**src/rtl/sorted_insert_ctrl.sv**
```systemverilog
// Sorted-list builder: inserts keys via an external right-shift stage, then drains ascending. Optional SORTED_INSERT_DUP_DROP_EN drops duplicate keys.
// Latency: one key per 2 cycles (accept, insert); drain emits one entry per cycle while out_ready is high.
// Backpressure: in_ready only in ACCEPT; drain holds out_data/out_last stable while out_ready is low.
module sorted_insert_ctrl #(
    parameter int data_width_param   = 32,
    parameter int max_elements_param = 16,
    parameter int idx_width_param    = 4
) (
    input  logic                                         clk,
    input  logic                                         rst_n,
    input  logic                                         in_valid,
    output logic                                         in_ready,
    input  logic [data_width_param-1:0]                  in_key,
    input  logic                                         in_last,
    output logic [max_elements_param*data_width_param-1:0] shift_arr,
    output logic [idx_width_param-1:0]                   shift_idx,
    output logic [data_width_param-1:0]                  shift_val,
    input  logic [max_elements_param*data_width_param-1:0] shift_new_arr,
    output logic                                         out_valid,
    input  logic                                         out_ready,
    output logic [data_width_param-1:0]                  out_data,
    output logic                                         out_last,
    output logic                                         full_flush
);

    localparam int ARR_W = max_elements_param * data_width_param;
    localparam int CNT_W = idx_width_param + 1;
    localparam logic [CNT_W-1:0] CNT_ONE = CNT_W'(1);
    localparam logic [CNT_W-1:0] CNT_MAX = CNT_W'(max_elements_param);
    localparam logic [idx_width_param-1:0] IDX_ONE = idx_width_param'(1);

    typedef enum logic [1:0] {ACCEPT, INSERT, DRAIN} state_t;

    state_t                       state_q;
    logic [ARR_W-1:0]             arr_q;
    logic [CNT_W-1:0]             count_q;
    logic [idx_width_param-1:0]   rd_ptr_q;
    logic [data_width_param-1:0]  key_q;
    logic                         last_q;
    logic                         full_flush_q;

    logic [data_width_param-1:0]  arr_ent [max_elements_param];
    logic [idx_width_param-1:0]   lt_cnt;
    logic [CNT_W-1:0]             count_inc;

    always_comb begin
        for (int i = 0; i < max_elements_param; i++) begin
            arr_ent[i] = arr_q[ARR_W-1-data_width_param*i -: data_width_param];
        end
    end

    // Only occupied slots take part; stale contents beyond count never bias the index.
    always_comb begin
        lt_cnt = '0;
        for (int j = 0; j < max_elements_param; j++) begin
            if ((CNT_W'(j) < count_q) && (arr_ent[j] < key_q)) begin
                lt_cnt = lt_cnt + IDX_ONE;
            end
        end
    end

`ifdef SORTED_INSERT_DUP_DROP_EN
    logic dup_hit;
    always_comb begin
        dup_hit = 1'b0;
        for (int j = 0; j < max_elements_param; j++) begin
            if ((CNT_W'(j) < count_q) && (arr_ent[j] == key_q)) begin
                dup_hit = 1'b1;
            end
        end
    end
`endif

    assign count_inc  = count_q + CNT_ONE;
    assign in_ready   = (state_q == ACCEPT);
    assign out_valid  = (state_q == DRAIN);
    assign out_data   = out_valid ? arr_ent[rd_ptr_q] : '0;
    assign out_last   = out_valid && ({1'b0, rd_ptr_q} == (count_q - CNT_ONE));
    assign shift_arr  = arr_q;
    assign shift_idx  = (state_q == INSERT) ? lt_cnt : '0;
    assign shift_val  = (state_q == INSERT) ? key_q : '0;
    assign full_flush = full_flush_q;

    always_ff @(posedge clk or negedge rst_n) begin
        if (!rst_n) begin
            state_q      <= ACCEPT;
            arr_q        <= '0;
            count_q      <= '0;
            rd_ptr_q     <= '0;
            key_q        <= '0;
            last_q       <= 1'b0;
            full_flush_q <= 1'b0;
        end else begin
            full_flush_q <= 1'b0;
            case (state_q)
                ACCEPT: begin
                    if (in_valid) begin
                        key_q   <= in_key;
                        last_q  <= in_last;
                        state_q <= INSERT;
                    end
                end
                INSERT: begin
`ifdef SORTED_INSERT_DUP_DROP_EN
                    if (dup_hit) begin
                        state_q <= last_q ? DRAIN : ACCEPT;
                    end else
`endif
                    begin
                        arr_q   <= shift_new_arr;
                        count_q <= count_inc;
                        if (last_q || (count_inc == CNT_MAX)) begin
                            state_q      <= DRAIN;
                            full_flush_q <= !last_q;
                        end else begin
                            state_q <= ACCEPT;
                        end
                    end
                end
                DRAIN: begin
                    if (out_ready) begin
                        if (out_last) begin
                            count_q  <= '0;
                            rd_ptr_q <= '0;
                            arr_q    <= '0;
                            state_q  <= ACCEPT;
                        end else begin
                            rd_ptr_q <= rd_ptr_q + IDX_ONE;
                        end
                    end
                end
                default: state_q <= ACCEPT;
            endcase
        end
    end

endmodule
```
**config.mk**
```make
export PLATFORM = sky130hd
export DESIGN_NAME = sorted_insert_ctrl
export DESIGN_NICKNAME = d
export VERILOG_FILES = /design/src/rtl/sorted_insert_ctrl.sv
export SDC_FILE = /design/constraint.sdc
export NUM_CORES = 2
export LEC_CHECK = 0
export ABC_AREA = 1
export CAP_MARGIN = 20
export CORE_AREA = 2 2 441 443
export CTS_BUF_LIST = sky130_fd_sc_hd__clkbuf_16
export DETAILED_ROUTE_END_ITERATION = 8
export DIE_AREA = 0 0 443 445
export PLACE_DENSITY = 0.47
export SLEW_MARGIN = 15
export SYNTH_ARGS = -nofsm -noshare
export SYNTH_HDL_FRONTEND = slang
export SYNTH_SLANG_ARGS = --single-unit
export TNS_END_PERCENT = 100
```
**constraint.sdc**
```tcl
create_clock -name clk -period 21.6 [get_ports clk]
set_input_delay 4.32 -clock clk [delete_from_list [all_inputs] [get_ports clk]]
set_output_delay 4.32 -clock clk [all_outputs]
set_load 0.05 [all_outputs]
```
Word-level counts from Yosys, hierarchy flattened

Index checks and enable logic that the tools add are counted.

Register bits: 557
Output and inout port bits: 584
Logic and storage cells: 127

Add/subtract/negate cells: 18
Order comparisons: 33
Eq/ne operators: 7
Muxes and demuxes: 36
Bitwise logic cells: 1
Reductions and logical operators: 25

Operator list:

| operator                                                             | number |
|---|---|
| 512-bit two-way mux                                                  | 2 |
| 512-bit one-hot mux with 2 select lines                              | 1 |
| 32-bit < comparator                                                  | 16 |
| 32-bit binary-select mux with 4-bit select                           | 1 |
| 32-bit two-way mux                                                   | 4 |
| 4-bit two-way mux                                                    | 17 |
| 4-bit by 1-bit adder with 4-bit output (second input constant)       | 16 |
| 4-bit by 5-bit < comparator with 1-bit output (first input constant) | 8 |
| 3-bit by 5-bit < comparator with 1-bit output (first input constant) | 4 |
| 1-bit logical AND                                                    | 17 |
| 1-bit by 5-bit < comparator with 1-bit output (first input constant) | 2 |
| 2-bit by 5-bit < comparator with 1-bit output (first input constant) | 2 |
| 5-bit two-way mux                                                    | 2 |
| 5-bit one-hot mux with 2 select lines                                | 1 |
| 2-bit two-way mux                                                    | 4 |
| 2-bit one-hot mux with 3 select lines                                | 1 |
| 3-bit AND reduction                                                  | 2 |
| 5-bit by 1-bit adder with 5-bit output (second input constant)       | 1 |
| 4-bit by 5-bit == test with 1-bit output                             | 1 |
| 5-bit == test (second input constant)                                | 1 |
| 5-bit greater-or-equal comparator (second input constant)            | 1 |
| 4-bit NOT with 5-bit output                                          | 1 |
| 5-bit by 1-bit subtractor with 5-bit output (second input constant)  | 1 |
| 2-bit by 1-bit != test with 1-bit output (second input constant)     | 2 |
| other kinds (9)                                                      | 12 |

Depth between registers and ports, before layout

Depth in word-level cells: 34
Depth in mapped cells: 63
Gate-level depth less buffers: 63

Worst setup path before layout

OpenSTA, ideal clock, no wires.

Kind: register -> output
From: reg key_q[1]
To: out shift_idx[2]
Data arrival time: 8948 ps
Data required time: 17280 ps
Path slack: 8332 ps
Cell stages (with the launch flop): 59
Path through: dfrtp_1 inv_1 ha_1 a21boi_0 o211ai_1 a21oi_1 a2111oi_0 nor3_1 a2111oi_0 o221ai_1 nand4_1 nand3_1 inv_1 ha_1 inv_1 nand3_2 nand2_1 ha_1 (+23 left out) nand3_1 and2_1 ha_1 inv_1 o21ai_0 nand3_1 nand3_1 nand2_1 ha_1 or2_2 nand2_1 nand3_1 nand3_1 nand2_1 ha_1 inv_1 nor3_1 nor2_1

Cells in the longest elaborated chain, start to end: 34

Ends and longest elaborated chain:

| element                                | line | text |
|---|---|---|
| start, declared                        | 38   | `logic [data_width_param-1:0] key_q;` |
| start signal, assigned                 | 98   | `key_q <= in_key;` |
| 32-bit < comparator                    | 56   | `if ((CNT_W'(j) < count_q) && (arr_ent[j] < key_q)) begin` |
| 1-bit logical AND                      | 56   |  |
| 1-bit two-way mux                      | 56   |  |
| 4-bit by 1-bit adder with 4-bit output | 57   | `lt_cnt = lt_cnt + IDX_ONE;` |
| 4-bit two-way mux                      | 56   |  |
| 4-bit by 1-bit adder with 4-bit output | 57   |  |
| 4-bit two-way mux                      | 56   |  |
| 4-bit by 1-bit adder with 4-bit output | 57   |  |
| (+18 left out)                         | -    |  |
| 4-bit two-way mux                      | 56   |  |
| 4-bit by 1-bit adder with 4-bit output | 57   |  |
| 4-bit two-way mux                      | 56   |  |
| 4-bit by 1-bit adder with 4-bit output | 57   |  |
| 4-bit two-way mux                      | 56   |  |
| 4-bit by 1-bit adder with 4-bit output | 57   |  |
| 4-bit two-way mux *                    | 56   |  |
| 4-bit two-way mux *                    | 80   | `assign shift_idx = (state_q == INSERT) ? lt_cnt : '0;` |
| end, declared                          | 16   | `output logic [idx_width_param-1:0] shift_idx,` |

Every way passes the cells marked *; elsewhere a longest branch is shown, timed or not.

Worst setup path after layout

From: reg key_q[0]
To: out shift_idx[1]

Same word-level chain as after synthesis.

==> impl_metrics.csv <==
group,metric,value,unit
timing,rsz0062_at_grt,"no",
power,p_leak,28.9,nW
clock_network,cts_tree,"built",
timing,finalWorstSetupSlack,4.93,ns
timing,final_hold_viol_count,0,
clock_network,insertion_delay,0.73,ns
min_path,min_path_type,"flip-flop to flip-flop",
power,vdd.ir_drop.worst,0.0464,mV
grt,grt_pass1_vias,40900,
yosys,synth_flop_cell,"dfrtp_1",
placed_design,port_buffers,1132,
setup_path,crit_path_top_delay_cell,"clkdlybuf4s50_1",
setup_path,critPathMaxStageDelay,0.85,ns
timing,finalSetupTns,0,ns
clock_network,clk_pin_slew_worst_paths,0.06,ns
setup_path,end_kind,"output pin",
min_path,worstHoldStart,"last_q",
detailed_routing,viasPerCell,4.88,
clock_network,clock_path_buffers,3,
placed_design,post-place-ws,5.59,ns
yosys,syn_inst,5079,
timing,maxSlewHeadroom,11.8,%
timing,finalMaxSlewViolations,0,
yosys,yosysWarnings,0,
setup_path,r2r-end,"shift_arr[359]",
detailed_routing,drc,0,
timing,fmax,60.0,MHz
detailed_routing,postRouteAntennaNets,0,
setup_path,critPathLaunch,"key_q[0]",
floorplanning,core,192000,um2
yosys,synthArstFlopShare,100,%
yosys,synth_top_area_share,35.4,%
timing,fin_worst_skew,0.0314,ns
setup_path,reg2regPathDepth,11,
min_path,hold_depth,1,
layout,layout_commonest_cell,"clkdlybuf4s50_1",
power,p_per_area,62.0,nW/um2
detailed_routing,wirelength,265000,um
yosys,syn_nets,6142,
floorplanning,chipWidth,443,um
yosys,yosysTopAreaCell,"dfrtp_1",
setup_path,crit_type,"flip-flop to output pin",
setup_path,crit_fanout,10,
floorplanning,fp-row-count,161,
setup_path,startpoint_type,"flip-flop",
clock_network,h-tree-depth,3,
detailed_routing,dr.pass1.iters,8,
min_path,hold_path_end,"full_flush",
setup_path,rr_startpoint,"rd_ptr_q[2]",
timing,min_period,16.67,ns
floorplanning,start_util,20.5,%
setup_path,worst_ep_required_time,17.28,ns
clock_network,clock_sinks,557,
clock_network,cts_buffers,77,
layout,area_growth,42.3,%
grt,antenna_found_initial,63,
yosys,syn-cell-area,39400,um2
yosys,seq_area_frac_synth,35.4,%
detailed_routing,wire_per_inst,30.4,um
layout,fin_nets,7169,
yosys,synth.distinct_cells,53,
clock_network,ctsHoldBuffers,0,
setup_path,cp.arrival,12.35,ns
timing,tightest_slew,1.32,ns
job,maxCapViolCount,0,
floorplanning,dieArea,197000,um2
yosys,synth-seq-cells,557,
grt,grt_pass1_wl,356000,um
detailed_routing,drtIter0Drc,3940,
status,status,"finished clean",
placed_design,dpl.hpwl,211000,um
floorplanning,ios,1133,
timing,setup_violations,0,
grt,grt-ovfl-total,0,
setup_path,cpMostUsedCell,"nand2_1",
layout,layout_common_cells,"clkdlybuf4s50_1 (1,130), inv_1 (807), nand2_1 (695)",
yosys,synth-edff-count,0,
placed_design,gp_congestion,0.956,
floorplanning,die_h,445,um
setup_path,r2r_slack,16.11,ns
layout,drive_gt1_share,4.41,%
clock_network,root_buffer,"clkbuf_16",
yosys,syn_area_per_cell,7.75,um2
detailed_routing,vias,42500,
timing,fin_crit_sh,77.2,%
clock_network,cts_setup_buffers,0,
yosys,synth_area_leaders,"dfrtp_1 (35%), ha_1 (16%), inv_1 (7.7%)",
grt,grt_usage,26.0,%
clock_network,ctsResizeCount,0,
grt,grt_max_degree,194,
[worst max path at each step]
stage               depth (start not counted)           end
floorplan                                  58  shift_idx[2]
global placement                           56  shift_idx[1]
detailed placement                         56  shift_idx[1]
CTS                                        56  shift_idx[1]
global route                               56  shift_idx[1]
finish                                     56  shift_idx[1]
[power breakdown]
part / switching (mW) / internal (mW)
sequential: 0.0298 / 1.05
combinational: 0.810 / 0.310
clock: 0.566 / 0.711
[Yosys cell counts, types with 18 or more instances]
library cell / number
inv_1: 810
nand2_1: 697
dfrtp_1: 557
o21ai_0: 523
ha_1: 514
a21oi_1: 445
nor2_1: 346
clkbuf_1: 241
nand3_1: 216
a22oi_1: 190
a31oi_1: 149
o211ai_1: 91
nand4_1: 48
a22o_1: 31
nor3_1: 25
buf_1: 19
a211oi_1: 18
[flip-flops by register name, summed over array words and instances (netlist names)]
name        count
rd_ptr_q        4
state_q         2
shift_arr     512
key_q          32
count_q         5
full_flush      1
last_q          1
[stage by stage]
stage | hold slack [ns] | area, um2 | utilization [%] | power (mW) | instances
after floorplan | 0.422 | 39400 | - | 1.58 | 5079
after global placement | 0.496 | 53500 | 27.9 | 2.22 | 8553
after detailed placement | 0.503 | 53500 | 27.9 | 2.22 | 8553
after CTS | 0.519 | 55900 | 29.1 | 3.52 | 8687
after global routing | 0.530 | 56000 | 29.2 | 3.59 | 8707
final | 0.523 | 56000 | 29.2 | 3.47 | 8718
[routing by layer]
layer  vias up  part of all wire (%)  GRT usage, %
met1     21000                    43          33.3
li1      19500                     -             -
met2      1696                    46          41.5
met4        20                   5.5          13.7
met5         -                 0.046             0
met3       354                   6.4          4.71
[cell families after synthesis]
group	share of synthesized area (%)
flip-flops	35.4
adder cells (fa/ha/maj)	16.3
AND/OR/NAND/NOR	15.2
buffers and inverters	10.3
AO/OA/AOI/OAI	22.6
XOR/XNOR	0.0890
[area by class of cell]
class / count / area (um2)
repair buffers: 1211 / 12000
well taps: 2526 / 3160
inverters: 819 / 3110
diodes: 31 / 77.6
flip-flops and latches: 557 / 14000
clock inverters: 55 / 409
fillers: 20900 / 136000
clock buffers: 79 / 1980
multi-input cells: 3440 / 21400
[critical path, delay by kind of cell (launching register included)]
kind	cells	cell delay, ns
compound gates	10	3.24
simple gates	30	3.73
flops	1	0.76
buf+inv	7	1.27
fa+ha+maj	9	2.61
(Power assumes the default switching activity.)
